`config.mk`:
```
export PLATFORM = sky130hd
export DESIGN_NAME = cdc_rx_alu
export DESIGN_NICKNAME = d
export VERILOG_FILES = /design/src/rtl/cdc_rx_pkg.sv /design/src/rtl/cdc_rx_fifo.sv /design/src/rtl/cdc_rx_alu.sv
export SDC_FILE = /design/constraint.sdc
export NUM_CORES = 1
export LEC_CHECK = 0
export CAP_MARGIN = 30
export CORE_ASPECT_RATIO = 0.9
export CORE_MARGIN = 3
export CORE_UTILIZATION = 57
export DETAILED_ROUTE_END_ITERATION = 7
export DONT_BUFFER_PORTS = 1
export PLACE_DENSITY = 0.72
export SETUP_SLACK_MARGIN = 0.4
export SYNTH_ARGS = -nofsm -noshare
export SYNTH_HDL_FRONTEND = slang
export SYNTH_SLANG_ARGS = --single-unit
```
`constraint.sdc`:
```
create_clock -name clk -period 2.82 [get_ports clk]
set_input_delay 0.846 -clock clk [delete_from_list [all_inputs] [get_ports clk]]
set_output_delay 0.846 -clock clk [all_outputs]
set_load 0.02 [all_outputs]
```
`src/rtl/cdc_rx_pkg.sv`:
```
// Shared types for the CDC receive ALU: operation modes, egress FSM states.
package cdc_rx_pkg;

  typedef enum logic [1:0] {
    ADD     = 2'b00,
    MUL     = 2'b01,
    SUB     = 2'b10,
    ABSDIFF = 2'b11
  } mode_e;

  typedef enum logic [1:0] {
    IDLE,
    COMPUTE,
    OUT
  } state_e;

  localparam int unsigned STALL_W = 8;

endpackage

```
`src/rtl/cdc_rx_fifo.sv`:
```
// Synchronous request FIFO; push when full and pop when empty are ignored.
module cdc_rx_fifo
  import cdc_rx_pkg::*;
#(
  parameter int unsigned WIDTH = 10,
  parameter int unsigned DEPTH = 4
) (
  input  logic             clk,
  input  logic             rst_n,
  input  logic             push,
  input  logic [WIDTH-1:0] wr_data,
  input  logic             pop,
  output logic [WIDTH-1:0] rd_data,
  output logic             full,
  output logic             empty
);

  localparam int unsigned AW = $clog2(DEPTH);
  localparam int unsigned CW = $clog2(DEPTH + 1);

  logic [WIDTH-1:0] mem [DEPTH];
  logic [AW-1:0]    wr_ptr;
  logic [AW-1:0]    rd_ptr;
  logic [CW-1:0]    count;
  logic             do_push;
  logic             do_pop;

  assign full    = (count == CW'(DEPTH));
  assign empty   = (count == '0);
  assign do_push = push && !full;
  assign do_pop  = pop && !empty;
  assign rd_data = mem[rd_ptr];

  always_ff @(posedge clk) begin
    if (do_push) mem[wr_ptr] <= wr_data;
  end

  // Pointers wrap naturally because DEPTH is a power of two.
  always_ff @(posedge clk or negedge rst_n) begin
    if (!rst_n) begin
      wr_ptr <= '0;
      rd_ptr <= '0;
      count  <= '0;
    end else begin
      if (do_push) wr_ptr <= wr_ptr + 1'b1;
      if (do_pop)  rd_ptr <= rd_ptr + 1'b1;
      case ({do_push, do_pop})
        2'b10:   count <= count + 1'b1;
        2'b01:   count <= count - 1'b1;
        default: count <= count;
      endcase
    end
  end

endmodule

```
`src/rtl/cdc_rx_alu.sv`:
```
// Toggle-handshake CDC receiver feeding a queued ADD/MUL/SUB/ABSDIFF engine.
// Optional stall statistics output enabled by defining CDC_RX_STATS_EN.
module cdc_rx_alu
  import cdc_rx_pkg::*;
#(
  parameter int unsigned WIDTH = 4,
  parameter int unsigned DEPTH = 4,
  parameter int unsigned OUT_W = 2 * WIDTH
) (
  input  logic               clk,
  input  logic               rst_n,
  input  logic               req_tog,
  input  logic [WIDTH-1:0]   in_a,
  input  logic [WIDTH-1:0]   in_b,
  input  logic [1:0]         mode,
  output logic               ack_tog,
  input  logic               out_ready,
  output logic               out_valid,
  output logic [OUT_W-1:0]   out,
  output logic               fifo_full
`ifdef CDC_RX_STATS_EN
  ,
  output logic [STALL_W-1:0] stall_cnt
`endif
);

  typedef struct packed {
    mode_e            mode;
    logic [WIDTH-1:0] a;
    logic [WIDTH-1:0] b;
  } req_t;

  localparam int unsigned REQ_W = $bits(req_t);

  logic       req_s1;
  logic       req_s;
  logic       req_q;
  logic       evt;
  logic       push;
  logic       pop;
  logic       fifo_empty;
  req_t       wr_req;
  logic [REQ_W-1:0] head;
  req_t       entry;
  state_e     state;
  state_e     state_d;

  // Two-flop synchronizer: the only signal crossing into this domain.
  always_ff @(posedge clk or negedge rst_n) begin
    if (!rst_n) begin
      req_s1 <= 1'b0;
      req_s  <= 1'b0;
    end else begin
      req_s1 <= req_tog;
      req_s  <= req_s1;
    end
  end

  assign evt    = req_s ^ req_q;
  assign push   = evt && !fifo_full;
  assign wr_req = '{mode: mode_e'(mode), a: in_a, b: in_b};

  // A blocked event stays pending because req_q only advances on capture.
  always_ff @(posedge clk or negedge rst_n) begin
    if (!rst_n) begin
      req_q   <= 1'b0;
      ack_tog <= 1'b0;
    end else if (push) begin
      req_q   <= req_s;
      ack_tog <= ~ack_tog;
    end
  end

  cdc_rx_fifo #(
    .WIDTH(REQ_W),
    .DEPTH(DEPTH)
  ) u_fifo (
    .clk    (clk),
    .rst_n  (rst_n),
    .push   (push),
    .wr_data(wr_req),
    .pop    (pop),
    .rd_data(head),
    .full   (fifo_full),
    .empty  (fifo_empty)
  );

  function automatic logic [OUT_W-1:0] calc(input req_t r);
    logic [OUT_W-1:0] a;
    logic [OUT_W-1:0] b;
    a    = OUT_W'(r.a);
    b    = OUT_W'(r.b);
    calc = '0;
    case (r.mode)
      ADD:     calc = a + b;
      MUL:     calc = a * b;
      SUB:     calc = a - b;
      ABSDIFF: calc = (a >= b) ? a - b : b - a;
      default: calc = '0;
    endcase
  endfunction

  always_ff @(posedge clk or negedge rst_n) begin
    if (!rst_n) state <= IDLE;
    else        state <= state_d;
  end

  always_comb begin
    state_d = state;
    pop     = 1'b0;
    case (state)
      IDLE: begin
        if (!fifo_empty) begin
          pop     = 1'b1;
          state_d = COMPUTE;
        end
      end
      COMPUTE: state_d = OUT;
      OUT:     if (out_ready) state_d = IDLE;
      default: state_d = IDLE;
    endcase
  end

  always_ff @(posedge clk or negedge rst_n) begin
    if (!rst_n) begin
      entry     <= '0;
      out       <= '0;
      out_valid <= 1'b0;
    end else begin
      if (pop) entry <= req_t'(head);
      if (state == COMPUTE) begin
        out       <= calc(entry);
        out_valid <= 1'b1;
      end else if (state == OUT && out_ready) begin
        out       <= '0;
        out_valid <= 1'b0;
      end
    end
  end

`ifdef CDC_RX_STATS_EN
  always_ff @(posedge clk or negedge rst_n) begin
    if (!rst_n)                                stall_cnt <= '0;
    else if (evt && fifo_full && stall_cnt != '1) stall_cnt <= stall_cnt + 1'b1;
  end
`endif

endmodule

```
After elaboration in Yosys (flattened, before gate mapping)

Memories as Yosys holds them, arrays and structs flattened. A register that Yosys moved wholly into a read port is not among the register bits.
Index checks and enable logic that the tools add are counted.

Reduce and logical (&&, ||, !) cells: 13
Bitwise operators: 2
Equality and inequality tests: 10
Order comparisons: 1
Multiply operators: 1
Add/subtract/negate cells: 7
Mux-type cells: 14

Operators by type and width:

| cell                                             | count |
|---|---|
| case mux 8 bit (4 select lines)                  | 1 |
| 2-to-1 mux 8 bit                                 | 3 |
| subtractor 4 x 4 -> 5 bit                        | 2 |
| == test 2 bit, second input constant             | 4 |
| multiplier 4 x 4 -> 8 bit                        | 1 |
| == test 2 x 1 -> 1 bit, second input constant    | 3 |
| 2-to-1 mux 1 bit                                 | 6 |
| case mux 2 bit (3 select lines)                  | 1 |
| case mux 3 bit (2 select lines)                  | 1 |
| adder 4 x 4 -> 5 bit                             | 1 |
| adder 2 x 1 -> 2 bit, second input constant      | 2 |
| greater-or-equal comparator 4 bit                | 1 |
| logical AND 1 bit                                | 4 |
| zero test 2 bit                                  | 2 |
| 2-to-1 mux 2 bit                                 | 2 |
| != test 2 bit, second input constant             | 2 |
| nonzero test 2 bit                               | 2 |
| adder 3 x 1 -> 3 bit, second input constant      | 1 |
| == test 3 bit, second input constant             | 1 |
| zero test 1 bit                                  | 3 |
| zero test 3 bit                                  | 1 |
| subtractor 3 x 1 -> 3 bit, second input constant | 1 |
| AND reduction 2 bit                              | 1 |
| NOT 1 bit                                        | 1 |
| bitwise XOR 1 bit                                | 1 |

Logic and storage cells: 59
Bits in writable memories: 40
Bits in registers: 22
Output and inout bits: 11
Memories kept: 1

Memory list:

| name       | depth | width | read ports | clocked after memory_dff | write ports | line              | source |
|---|---|---|---|---|---|---|---|
| u_fifo.mem | 4     | 10    | 1          | 1                        | 1           | cdc_rx_fifo.sv:21 | `logic [WIDTH-1:0] mem [DEPTH];` |

Logic depth before layout (Yosys ltp)

Depth after elaboration: 6
Mapped depth: 12
Gate-level depth less buffers: 12

Modules after synthesis

From an unflattened synthesis, not the netlist that was laid out.

Cell total of the unflattened synthesis: 308
Area, all modules: 3,925.0 um2

By module, submodules not included:

| module      | instances | area each (um2) | cells each |
|---|---|---|---|
| cdc_rx_alu  | 1         | 2,039.5         | 219 |
| cdc_rx_fifo | 1         | 1,885.6         | 89 |

Worst setup path after synthesis

OpenSTA, ideal clock, no wires.

Path kind: reg-to-reg
Start: register, netlist name entry[5]
End: register out[4]
Data required time: 2,691 ps
Path buffers: 0
Library setup time: 129 ps
Arrival: 2,662 ps
Clock period less this slack: 2,791 ps
Slack: 29 ps
Cell stages (with the launch flop): 11
Path through: dfrtp_1 nand2_1 fa_1 inv_1 fa_1 inv_1 fa_1 xor2_1 a21oi_1 o311ai_0 nand2_1

Cells in the longest elaborated chain, start to end: 4
Elaborated cells on any way between the ends: 8

RTL lines:

| element                                                                           | line              | source |
|---|---|---|
| parallel branches: the longest is 2 deep, another holds multiplier 4 x 4 -> 8 bit | --                |  |
| case mux 8 bit (4 select lines) *                                                 | cdc_rx_alu.sv:94  | `case (r.mode)` |
| 2-to-1 mux 8 bit *                                                                | cdc_rx_alu.sv:131 | `if (state == COMPUTE) begin` |
| to (signal assigned)                                                              | cdc_rx_alu.sv:132 | `out <= calc(entry);` |
| to (decl)                                                                         | cdc_rx_alu.sv:19  | `output logic [OUT_W-1:0] out,` |

Every way passes the cells marked *.
A chain may end at the register's enable or synchronous reset.

Final worst setup path

Start: register, netlist name entry[5]
End: register out[7]

Cells in the longest elaborated chain, start to end: 4
Elaborated cells on any way between the ends: 7

RTL lines:

| element                                                                           | line |
|---|---|
| parallel branches: the longest is 2 deep, another holds multiplier 4 x 4 -> 8 bit | -- |
| case mux 8 bit (4 select lines) *                                                 | cdc_rx_alu.sv:94 |
| 2-to-1 mux 8 bit *                                                                | cdc_rx_alu.sv:131 |

Marks and branches as above.

==> impl_metrics.tcl <==
set metrics [dict create \
    io_pins 25 \
    clock_sinks 72 \
    finalClockSkew_ns 0.01122 \
    nets 383 \
    dr.first_iter.drc_count 236 \
    globalplace.congestion 0.9747 \
    p_int_mw 3.160 \
    port_buffers 0 \
    path_class "reg -> reg" \
    clock_power_share 0.161 \
    cts-root-buf "clkbuf_8" \
    routedWlPerCell_um 17.38 \
    drtAntennaViolNets 0 \
    final_core_util 0.6714 \
    area_growth_pct 10.50 \
    crit_top_cell "fa_1" \
    core_sq_um 6317 \
    cts_buffers 9 \
    syn-num-nets 369 \
    dp_hpwl_um 5385 \
    end_kind "flip-flop" \
    viasPerCell 5.757 \
    die_area_sq_um 7757 \
    cp_slowest_cell "fa_1" \
    grt_pass1_wl_um 12570 \
    drv_slew 0 \
    grt_use_total 0.2140 \
    required_ns 3.10 \
    worstHoldPathType "in -> async" \
    antenna_found_initial 0 \
    detailed_place.area_sq_um 3983 \
    syn_avg_cell_area_sq_um 12.07 \
    worstPathArrival_ns 3.04 \
    fin_ws_ns 0.06105 \
    n_antenna_cell 0 \
    cp_top_family "adder cells" \
    cts_buffer_depth 2 \
    leakage_nw 1.723 \
    finalCriticalPeriod_ns 2.759 \
    slew_headroom 0.5739 \
    grt_pass1_vias 2472 \
    synth_edf_count 40 \
    post-place-ws_ns 0.04073 \
    num_vias 2441 \
    path_cells "nand2_2, fa_1, inv_2, fa_1, ha_1, a211oi_2, or4_1, o31ai_1, o21ai_1, a21oi_1" \
    cap_violations 0 \
    setup_violations 0 \
    grt_max_degree 33 \
    drive_above_1_share 0.1662 \
    drcViolationCount 0 \
    die_w_um 92.51 \
    clk_latency_ns 0.35 \
    pwr-share-seq 0.337 \
    vdd_ir_drop_max_mv 0.6958 \
    p_sw_mw 2.299 \
    instances_no_fill 424 \
    clk_pin_slew_worst_paths_ns 0.08 \
    status "finished, final reports clean" \
    synth_seq_cells 72 \
    hold_violations 0 \
    reg2reg_depth 10 \
    dieHeight_um 83.86 \
    holdBufCountCts 0 \
    p_per_area_nw_per_um2 1287 \
    cp-start-kind "flip-flop" \
    wirelength_um 7370 \
    cts_tree "built" \
    syn_inst 318 \
    period_share 0.9784 \
    first_pass_iters 5 \
    final_area_sq_um 4242 \
    ys_warn_count 0 \
    rsz0062_at_grt "yes" \
    tightestPinTransition_ns 0.6379 \
    grt_overflow 0 \
    rows 27 \
    p_comb_frac 0.502 \
    clock.fmax_mhz 362.5 \
    cp.depth 10 \
    cpPeakStageDelay_ns 0.56 \
    critPathBufInv 1 \
    htree_levels 3 \
    synth_ff_type "edfxtp_1" \
    start_util 0.6076 \
    crit_fanout 3 \
    dp.cells 403 \
    async_reset_ff_frac 0.4444 \
    switching_share 0.4212 \
    syn_area_sq_um 3839 \
    seq_area_frac_synth 0.5215 \
    yosysUniqueCellTypes 43 \
]
## power groups by stage
stage	logic [mW]	registers [mW]	clock network (mW)
CTS	2.70	1.85	0.896
floorplan	2.09	1.75	0
global placement	2.61	1.85	0
global route	3.09	1.89	0.951
finish	2.74	1.84	0.879
detailed placement	2.66	1.87	0
## Yosys cell counts (2+ instances only)
| master | count | area share |
|---|---|---|
| nor2b_1 | 4 | 0.0065 |
| o211ai_1 | 3 | 0.0059 |
| o21a_1 | 3 | 0.0059 |
| dfrtp_1 | 32 | 0.21 |
| mux4_2 | 10 | 0.059 |
| inv_1 | 27 | 0.026 |
| nand2b_1 | 5 | 0.0081 |
| nand4_1 | 2 | 0.0033 |
| a211oi_1 | 3 | 0.0059 |
| edfxtp_1 | 40 | 0.31 |
| fa_1 | 8 | 0.042 |
| xnor2_1 | 6 | 0.014 |
| a21oi_2 | 2 | 0.0046 |
| buf_4 | 2 | 0.0039 |
| mux2i_1 | 2 | 0.0052 |
| nor2_1 | 29 | 0.028 |
| o31ai_1 | 2 | 0.0039 |
| buf_2 | 4 | 0.0052 |
| nor3_1 | 7 | 0.0091 |
| xor2_1 | 8 | 0.018 |
| ha_1 | 29 | 0.095 |
| a32oi_1 | 2 | 0.0046 |
| o21ai_0 | 22 | 0.029 |
| a21oi_1 | 13 | 0.017 |
| nand3_1 | 3 | 0.0039 |
| and2_1 | 4 | 0.0065 |
| nand2_1 | 25 | 0.024 |
| mux2_2 | 3 | 0.0088 |
| or4_1 | 2 | 0.0039 |
| clkbuf_1 | 3 | 0.0029 |
## worst paths after layout
path                               start        to  slack, ns
worst max-delay path            entry[5]    out[7]       0.06
worst min-delay path               rst_n    out[6]       0.18
worst max register to register  entry[5]    out[7]       0.06
worst min register to register    req_s1     req_s       0.35
max in group asynchronous          rst_n  entry[1]       2.53
min in group clk                  req_s1     req_s       0.35
## timing repair
action | in CTS | in global routing
pin swaps | 4 | 4
resized for setup | 2 | 3
setup buffers | 2 | 3
endpoints found under the setup margin | 5 | 5
## metal layers
layer	part of all wire	GRT usage	vias to the layer above
li1	-	-	1158
met1	0.46	0.3127	1204
met2	0.47	0.3070	68
met3	0.054	0.07124	11
met4	0.014	0.05938	0
met5	0	0	-
## state kept, by name, summed over array words and instances, names as in the netlist
register and flops:
u_fifo.mem 40, entry 10, out 8, u_fifo.count 3, state 2, u_fifo.rd_ptr 2
u_fifo.wr_ptr 2, ack_tog 1, out_valid 1, req_q 1, req_s 1, req_s1 1
## final cells by class
| cell class | count | area, sq um |
|---|---|---|
| clock buffers | 11 | 131.4 |
| clock inverters | 5 | 80.08 |
| fillers | 476 | 2076 |
| inverters | 27 | 101.3 |
| multi-input cells | 210 | 1725 |
| flip-flops and latches | 72 | 2004 |
| well taps | 87 | 108.9 |
| repair buffers | 12 | 90.09 |
## logic make-up (layout without fill, tap and decap cells)
| logic type | Yosys count | after routing | synth area share |
|---|---|---|---|
| simple gates | 87 | 87 | 0.1069 |
| flops | 72 | 72 | 0.5215 |
| compound gates | 57 | 57 | 0.09225 |
| fa+ha+maj | 37 | 37 | 0.1362 |
| buf+inv | 36 | 55 | 0.03846 |
| mux | 15 | 15 | 0.07269 |
| xor+xnor | 14 | 14 | 0.03194 |
## metrics by stage
| step | power [mW] | TNS, ns | hold slack (ns) |
|---|---|---|---|
| after floorplan | 3.840 | 0 | 0.3312 |
| after global placement | 4.454 | 0 | 0.3323 |
| after detailed placement | 4.526 | 0 | 0.3372 |
| after CTS | 5.442 | 0 | 0.1626 |
| after global routing | 5.931 | -0.1707 | 0.1441 |
| final | 5.459 | 0 | 0.1775 |
## placed cells by master, fill, tap and decap left out, drive strengths merged, types with 2 or more instances in the layout
cell     n
a211oi   3
a21oi   15
a32oi    2
and2     4
buf     12
bufinv   2
clkbuf  11
dfrtp   32
edfxtp  40
fa       8
ha      29
inv     28
mux2     3
mux2i    2
mux4    10
nand2   25
nand2b   5
nand3    4
nand4    2
nor2    30
nor2b    4
nor3     7
o211ai   3
o21a     3
o21ai   22
o31ai    2
or4      2
xnor2    6
xor2     8
Power figures use the tool's default switching activity.
